<file path="src/rtl/nes_pkg.sv">
// Shared NES definitions: sprite DMA state encoding and the OAM DMA register address.
package nes_pkg;

    typedef enum logic [2:0] {
        IDLE  = 3'd0,
        HALT  = 3'd1,
        ALIGN = 3'd2,
        READ  = 3'd3,
        WRITE = 3'd4
    } dma_state_t;

    localparam logic [15:0] OAMDMA_ADDR = 16'h4014;
    localparam int          XFER_LEN    = 256;

endpackage

</file>
<file path="src/rtl/oam_dma.sv">
// Sprite DMA engine: halts the CPU on a $4014 write and copies one 256-byte page into OAM,
// otherwise passing the CPU bus straight through to work RAM.
module oam_dma
    import nes_pkg::*;
#(
    parameter logic [15:0] DMA_REG_ADDR = OAMDMA_ADDR
) (
    input  logic        CLK,
    input  logic        RESET_n,
    input  logic [15:0] cpu_address,
    input  logic [7:0]  cpu_data,
    input  logic        cpu_w,
    output logic [15:0] mem_address,
    output logic [7:0]  mem_data,
    output logic        mem_w,
    input  logic [7:0]  mem_out,
    output logic        cpu_halt,
    output logic        oam_w,
    output logic [7:0]  oam_data,
    output logic [7:0]  oam_index,
    output dma_state_t  o_dbg_state
);

    localparam logic [7:0] LAST_IDX = 8'(XFER_LEN - 1);

    dma_state_t r_state;
    dma_state_t w_next_state;
    logic [7:0] r_page;
    logic [7:0] r_idx;
    logic [7:0] r_latch;
    logic [7:0] r_oam_index;
    logic       r_odd;
    logic       w_trigger;

    assign w_trigger = cpu_w && (cpu_address == DMA_REG_ADDR);

    always_ff @(posedge CLK or negedge RESET_n) begin
        if (!RESET_n) begin
            r_state <= IDLE;
        end else begin
            r_state <= w_next_state;
        end
    end

    always_comb begin
        w_next_state = r_state;
        case (r_state)
            IDLE:    if (w_trigger) w_next_state = HALT;
            HALT:    w_next_state = r_odd ? ALIGN : READ;
            ALIGN:   w_next_state = READ;
            READ:    w_next_state = WRITE;
            WRITE:   w_next_state = (r_idx == LAST_IDX) ? IDLE : READ;
            default: w_next_state = IDLE;
        endcase
    end

    // Datapath registers; r_oam_index remembers the last written slot once idx has moved on.
    always_ff @(posedge CLK or negedge RESET_n) begin
        if (!RESET_n) begin
            r_odd       <= 1'b0;
            r_page      <= 8'h00;
            r_idx       <= 8'h00;
            r_latch     <= 8'h00;
            r_oam_index <= 8'h00;
        end else begin
            r_odd <= ~r_odd;
            case (r_state)
                IDLE: begin
                    if (w_trigger) begin
                        r_page <= cpu_data;
                        r_idx  <= 8'h00;
                    end
                end
                READ: r_latch <= mem_out;
                WRITE: begin
                    r_oam_index <= r_idx;
                    if (r_idx != LAST_IDX) r_idx <= r_idx + 8'h01;
                end
                default: ;
            endcase
        end
    end

    always_comb begin
        mem_address = {r_page, r_idx};
        mem_data    = cpu_data;
        mem_w       = 1'b0;
        cpu_halt    = (r_state != IDLE);
        oam_w       = (r_state == WRITE);
        oam_data    = r_latch;
        oam_index   = r_oam_index;
        if (r_state == IDLE) begin
            mem_address = cpu_address;
            mem_w       = cpu_w;
        end
        if (r_state == WRITE) begin
            oam_index = r_idx;
        end
    end

    assign o_dbg_state = r_state;

endmodule

</file>
<file path="config.mk">
export PLATFORM = sky130hd
export DESIGN_NAME = oam_dma
export DESIGN_NICKNAME = d
export VERILOG_FILES = /design/src/rtl/nes_pkg.sv /design/src/rtl/oam_dma.sv
export SDC_FILE = /design/constraint.sdc
export NUM_CORES = 1
export LEC_CHECK = 0
export ABC_CLOCK_PERIOD_IN_PS = 2000
export BUFFER_PORTS_ARGS = -buffer_cell sky130_fd_sc_hd__buf_2
export CAP_MARGIN = 20
export CORE_UTILIZATION = 35
export DETAILED_ROUTE_END_ITERATION = 12
export MAX_ROUTING_LAYER = met4
export PLACE_DENSITY = 0.68
export SYNTH_ARGS = -nofsm -noshare
export SYNTH_HDL_FRONTEND = slang
export SYNTH_SLANG_ARGS = --single-unit
</file>
<file path="constraint.sdc">
create_clock -name CLK -period 2 [get_ports CLK]
set_input_delay 0 -clock CLK [delete_from_list [all_inputs] [get_ports CLK]]
set_output_delay 0 -clock CLK [all_outputs]
set_load 0.02 [all_outputs]
</file>
==> results.sh, run 1 <==
export IMPL_ys_flop_type="dfrtp_1"
export IMPL_cts_clk_slew_worst_paths_ns=0.07
export IMPL_async_flop_share=1.000
export IMPL_final_util=0.5047
export IMPL_synth_edf_count=0
export IMPL_rr_worst_depth=4
export IMPL_chipWidth_um=74.72
export IMPL_synthDistinctLibCells=38
export IMPL_drive_gt1_frac=0.4342
export IMPL_yosys_area_top_type="dfrtp_1"
export IMPL_die_height_um=74.72
export IMPL_rrSetupSlack_ns=0.28
export IMPL_ys_top_cells_by_area="dfrtp_1, mux2_2, nand2_1"
export IMPL_grt_ovfl_total=0
export IMPL_dp_hpwl_um=3118
export IMPL_drc=0
export IMPL_p_comb_frac=0.525
export IMPL_htreeDepth=2
export IMPL_via_per_inst=4.689
export IMPL_cp_required_ns=2.00
export IMPL_antenna_cells=0
export IMPL_cts_num_sinks=36
export IMPL_hold_path_depth=5
export IMPL_cp_end_kind="output pin"
export IMPL_period_minus_slack_ns=1.875
export IMPL_slew_headroom=0.4675
export IMPL_p_clk_frac=0.167
export IMPL_wl_um=4341
export IMPL_max_freq_mhz=533.5
export IMPL_grt_max_degree=37
export IMPL_design_die_area_um2=5582
export IMPL_slew_viol_final=0
export IMPL_area_growth_pct=39.28
export IMPL_grt_pass1_wl_um=7079
export IMPL_sw_frac_of_total=0.4260
export IMPL_internal_power_mw=2.155
export IMPL_ys_warnings_count=0
export IMPL_powerDensity_nw_per_um2=1457
export IMPL_min_path_type="input pin to flip-flop"
export IMPL_coreArea_um2=5107
export IMPL_status="complete, no violations"
export IMPL_cts_path_max_buffers=2
export IMPL_nNetsFinal=316
export IMPL_avgRoutedWirePerCell_um=12.37
export IMPL_ant_nets=0
export IMPL_cp_max_fo=12
export IMPL_vias=1646
export IMPL_yosysMostFrequentCell="nand2_1"
export IMPL_switching_power_mw=1.599
export IMPL_start_util=0.3623
export IMPL_path_class="flip-flop to output pin"
export IMPL_grt_pass1_vias=1513
export IMPL_io_buffers=80
export IMPL_worst_pin_slew_ns=0.7987
export IMPL_synthCells=183
export IMPL_seqPwrFrac=0.308
export IMPL_rows=26
export IMPL_n_fill_cell=498
export IMPL_leakagePower_nw=1.316
export IMPL_cts_buffers=5
export IMPL_gp_congestion=0.8011
export IMPL_syn_cell_area_um2=1851
export IMPL_fin_crit_sh=0.9373
export IMPL_ys_seq_area_frac=0.4868
export IMPL_firstDrtPassIters=4
export IMPL_clock_root_buffer="clkbuf_8"
export IMPL_track_usage=0.1724
export IMPL_synth_top_area_frac=0.4868
export IMPL_maxCapViolations=0
export IMPL_yosys_top_cells_count="nand2_1, dfrtp_1, mux2_2, buf_4, o21ai_0"
export IMPL_final_cells=351
export IMPL_setup_viol_count_final=0
export IMPL_avgSynthCellArea_um2=10.11
export IMPL_io_pins=81
export IMPL_cts_tree="done"
export IMPL_synth_seq_cells=36
export IMPL_drt_iter0_drc=114
export IMPL_irDropWorstVdd_mv=0.6230
export IMPL_clk_latency_ns=0.28
export IMPL_hold_viol_final=0
export IMPL_critPathArrivalTime_ns=1.87
export IMPL_dp_cells=326
export IMPL_synth_net_count=219
export IMPL_startpoint_type="flip-flop"
export IMPL_antenna_found_initial=0
export IMPL_finClkSkew_ns=0.008030
per-layer routing:
| metal | wire (um) | part of all wire | global-route usage | vias up |
|---|---|---|---|---|
| li1 | - | - | - | 813 |
| met1 | 2100 | 0.48 | 0.2372 | 766 |
| met2 | 1953 | 0.45 | 0.2563 | 60 |
| met3 | 251 | 0.058 | 0.04552 | 7 |
| met4 | 36 | 0.0083 | 0.03564 | 0 |
| met5 | 0 | 0 | - | - |
cell families (layout without fill, tap and decap cells):
group,count (synthesis),after routing,synth area share
multiplexers,25,25,0.1515
flip-flops,36,36,0.4868
AO/OA/AOI/OAI,19,19,0.06220
AND/OR/NAND/NOR,80,80,0.2150
buffers and inverters,20,118,0.06828
adder cells (fa/ha/maj),1,1,0.006760
XOR/XNOR,2,2,0.009468
flip-flops by register name, indices dropped and copies added, names as in the netlist:
name / flops
o_dbg_state: 3
oam_data: 8
r_idx: 8
r_oam_index: 8
r_odd: 1
r_page: 8
power groups by stage:
| stage | sequential (mW) | combinational, mW | clock, mW |
|---|---|---|---|
| global route | 1.18 | 2.18 | 0.677 |
| finish | 1.16 | 1.97 | 0.628 |
| floorplan | 1.25 | 1.25 | 0 |
| detailed placement | 1.16 | 1.96 | 0 |
| global placement | 1.15 | 1.95 | 0 |
| CTS | 1.15 | 1.99 | 0.647 |
per-stage QoR:
| step | instance area, um2 | power, mW | worst slack [ns] | TNS (ns) | hold slack, ns |
|---|---|---|---|---|---|
| 2_1_floorplan | 1851 | 2.499 | 0.1216 | 0 | -0.2956 |
| 3_3_place_gp | 2295 | 3.098 | 0.2799 | 0 | 0.1386 |
| 3_5_place_dp | 2295 | 3.119 | 0.2504 | 0 | 0.1386 |
| 4_1_cts | 2575 | 3.793 | 0.05733 | 0 | 0.1766 |
| 5_1_grt | 2577 | 4.038 | -0.0001743 | -0.0001743 | 0.2252 |
| 6_report | 2577 | 3.754 | 0.1255 | 0 | 0.1912 |
final cells by class:
class                   instances  area, um2  area share
repair buffers                106      638.1      0.2476
clock buffers                   6      72.57     0.02816
flip-flops and latches         36      903.4      0.3505
multi-input cells             127      825.8      0.3204
inverters                       4      15.01    0.005825
well taps                      70      87.58     0.03398
clock inverters                 2      35.03     0.01359
worst max-delay path, stage by stage, from the launching register on:
cell and delay, ns:
dfrtp_2 0.48, or3b_4 0.44, inv_1 0.08, buf_4 0.17, and2_1 0.17, a21o_1 0.10
buf_2 0.16
cells in the final DEF, fill, tap and decap left out, types with 3 or more instances in the layout:
cell type and n:
nand3_1 6, o211ai_1 3, buf_4 9, mux2_2 19, nor2b_1 3, inv_1 3
nor2_1 3, nand2_1 49, mux2_1 5, buf_2 80, dlygate4sd3_1 17, o21ai_0 8
clkbuf_8 5, and2_1 3, dfrtp_1 34
path summary, 6_finish.rpt:
check | from | endpoint
setup / recovery | o_dbg_state[0]$_DFFE_PN0P_ | oam_index[5]
hold / removal | cpu_address[6] | r_idx[7]$_DFFE_PN0P_
setup reg to reg | r_idx[1]$_DFFE_PN0P_ | o_dbg_state[0]$_DFFE_PN0P_
hold reg to reg | r_odd$_DFF_PN0_ | r_odd$_DFF_PN0_
max in group asynchronous | RESET_n | o_dbg_state[2]$_DFFE_PN0P_
min in group asynchronous | RESET_n | r_oam_index[0]$_DFF_PN0_
timing repair:
item / 4_1_cts / 5_1_grt
resized for setup: 1 / 2
hold endpoints to repair: 52 / 0
hold buffers: 17 / 0
gates cloned: 0 / 0
setup endpoints to repair: 1 / 2
buffers inserted: 0 / 0
Note: power is estimated with default switching activity, not from simulation.
==> run 2, diff against run 1 <==
--- a/config.mk
+++ b/config.mk
@@ -5,13 +5,13 @@
 export SDC_FILE = /design/constraint.sdc
 export NUM_CORES = 1
 export LEC_CHECK = 0
-export ABC_CLOCK_PERIOD_IN_PS = 2000
+export ABC_CLOCK_PERIOD_IN_PS = 1700
 export BUFFER_PORTS_ARGS = -buffer_cell sky130_fd_sc_hd__buf_2
 export CAP_MARGIN = 20
 export CORE_UTILIZATION = 35
 export DETAILED_ROUTE_END_ITERATION = 12
 export MAX_ROUTING_LAYER = met4
-export PLACE_DENSITY = 0.68
+export PLACE_DENSITY = 0.7
 export SYNTH_ARGS = -nofsm -noshare
 export SYNTH_HDL_FRONTEND = slang
 export SYNTH_SLANG_ARGS = --single-unit
==> constraint.sdc (replaced) <==
create_clock -name CLK -period 1.7 [get_ports CLK]
set_input_delay 0 -clock CLK [delete_from_list [all_inputs] [get_ports CLK]]
set_output_delay 0 -clock CLK [all_outputs]
set_load 0.02 [all_outputs]
==> run 2 against run 1 <==
Against the previous run:
- the run now ends with setup timing left
- clock skew down 0.0023 ns
- clock power up 23%
- utilization increased by 6.7 points
- clock-buffer cell count shrank 1
- setup slack got worse by 0.16 ns
- final cell count rose by 5.7%
- first-iteration DRC count down 2.6%
==> results.sh, run 2 (same netlist as run 1, synthesis figures left out) <==
export IMPL_status="complete, but fails checks"
export IMPL_violations="setup timing"
export IMPL_start_util=0.3623
export IMPL_antenna_found_initial=0
export IMPL_cts_buffers=5
export IMPL_cts_path_max_buffers=2
export IMPL_final_setup_worst_slack_ns=-0.03332
export IMPL_io_pins=81
export IMPL_leakagePower_nw=1.457
export IMPL_maxCapViolations=0
export IMPL_min_path_type="input pin to flip-flop"
export IMPL_wl_um=4863
export IMPL_cp_required_ns=1.70
export IMPL_powerDensity_nw_per_um2=1740
export IMPL_grt_ovfl_total=0
export IMPL_cp_slowest_cell="or3b_4"
export IMPL_grt_max_degree=37
export IMPL_io_buffers=80
export IMPL_avgRoutedWirePerCell_um=13.11
export IMPL_cp_max_fo=5
export IMPL_path_delay_family="simple AND/OR/NAND/NOR gates"
export IMPL_ant_nets=0
export IMPL_crit_path_frequent_cell="buf_6"
export IMPL_via_per_inst=4.636
export IMPL_nNetsFinal=336
export IMPL_max_freq_mhz=576.9
export IMPL_drt_iter0_drc=111
export IMPL_drc=0
export IMPL_irDropWorstVdd_mv=0.6783
export IMPL_area_growth_pct=57.81
export IMPL_grt_pass1_vias=1625
export IMPL_design_die_area_um2=5582
export IMPL_slowest_delay_ns=0.45
export IMPL_n_fill_cell=462
export IMPL_layout_commonest_cell="buf_2"
export IMPL_critPathArrivalTime_ns=1.73
export IMPL_crit_path_cell_trace="or3b_4 > inv_4 > buf_6 > and2_4 > a21o_1 > buf_6"
export IMPL_slew_viol_final=0
export IMPL_register_area_um2=904.6
export IMPL_firstDrtPassIters=7
export IMPL_clk_latency_ns=0.29
export IMPL_hold_viol_final=0
export IMPL_track_usage=0.1880
export IMPL_cts_num_sinks=36
export IMPL_clock_root_buffer="clkbuf_8"
export IMPL_cts_clk_slew_worst_paths_ns=0.08
export IMPL_grt_pass1_wl_um=7493
export IMPL_power_mw=5.080
export IMPL_fin_crit_sh=1.020
export IMPL_holdWs_ns=0.1884
export IMPL_slew_headroom=0.4700
export IMPL_drive_gt1_frac=0.5449
export IMPL_coreArea_um2=5107
export IMPL_cp_end_kind="output pin"
export IMPL_chipWidth_um=74.72
export IMPL_gp_congestion=0.8466
export IMPL_rows=26
export IMPL_path_buf_inv=3
export IMPL_period_minus_slack_ns=1.733
export IMPL_die_height_um=74.72
export IMPL_vias=1720
export IMPL_final_cell_mix="buf_2, nand2_1, dfrtp_1"
export IMPL_multi_input_area_um2=908.4
export IMPL_final_setup_tns_ns=-0.08035
export IMPL_antenna_cells=0
export IMPL_worst_pin_slew_ns=0.7950
export IMPL_startpoint_type="flip-flop"
export IMPL_htreeDepth=2
export IMPL_path_class="flip-flop to output pin"
export IMPL_cts_tree="done"
export IMPL_setup_viol_count_final=4
export IMPL_finClkSkew_ns=0.005740
export IMPL_rsz0062_at_grt="true"
export IMPL_dp_hpwl_um=3242
-- run 2: changes by cell type in the layout (fill, tap and decap cells not counted), moves of 6 or more --
cell,before,now
nand2_2,0,7
nand2_1,49,37
mux2_4,0,6
buf_4,9,26
buf_6,0,13
buf_2,80,68
-- run 2: per-stage QoR --
stage / worst slack [ns] / utilization / instances / cell area, um2
after floorplan: -0.1599 / - / 183 / 1887
after global placement: 0.1194 / 0.4637 / 333 / 2369
after detailed placement: 0.05860 / 0.4637 / 333 / 2369
after CTS: -0.03766 / 0.5510 / 366 / 2814
after global routing: -0.08716 / 0.5718 / 371 / 2920
final: -0.03332 / 0.5718 / 371 / 2920
-- run 2: area by class of cell --
| cell class | count | area share |
|---|---|---|
| Clock buffer | 5 | 0.02356 |
| Tap cell | 70 | 0.02999 |
| Timing Repair Buffer | 126 | 0.3038 |
| Clock inverter | 3 | 0.01585 |
| Sequential cell | 36 | 0.3098 |
| Inverter | 4 | 0.005998 |
| Multi-Input combinational cell | 127 | 0.3111 |
-- run 2: tightest hold or removal path, delay by kind of cell --
| family | cells | cell delay (ns) |
|---|---|---|
| AOI/OAI and AO/OA | 2 | 0.27 |
| and+or+nand+nor | 1 | 0.06 |
| buffers and inverters | 1 | 0.08 |
-- run 2: final timing paths --
path	startpoint	endpoint	slack (ns)	cells after the start
max	o_dbg_state[0]$_DFFE_PN0P_	oam_index[5]	-0.03	6
min reg2reg	r_odd$_DFF_PN0_	r_odd$_DFF_PN0_	0.41	1
min in group asynchronous	RESET_n	r_oam_index[7]$_DFF_PN0_	0.33	2
min	cpu_address[13]	o_dbg_state[0]$_DFFE_PN0P_	0.19	4
max reg2reg	o_dbg_state[0]$_DFFE_PN0P_	r_idx[7]$_DFFE_PN0P_	0.03	4
max in group asynchronous	RESET_n	o_dbg_state[1]$_DFFE_PN0P_	0.81	2
-- run 2: power breakdown --
group | internal (mW) | total [mW] | leakage, nW | switching, mW
Sequential | 1.15 | 1.38 | 0.419 | 0.233
Clock | 0.442 | 0.770 | 0.0548 | 0.328
Combinational | 1.41 | 2.93 | 0.983 | 1.52
-- run 2: timing repair --
| action | 4_1_cts | 5_1_grt |
|---|---|---|
| hold endpoints to repair | 52 | 0 |
| setup buffers | 7 | 5 |
| gates resized for setup | 36 | 19 |
| endpoints found under the setup margin | 24 | 26 |
| cloned | 1 | 0 |
| pin swaps | 5 | 10 |
| hold buffers | 17 | 0 |
-- run 2: routing by layer --
layer	part of all wire	track usage
met1	0.43	0.2269
met2	0.51	0.3103
met4	0.0035	0.05031
met3	0.050	0.05087
met5	0	-
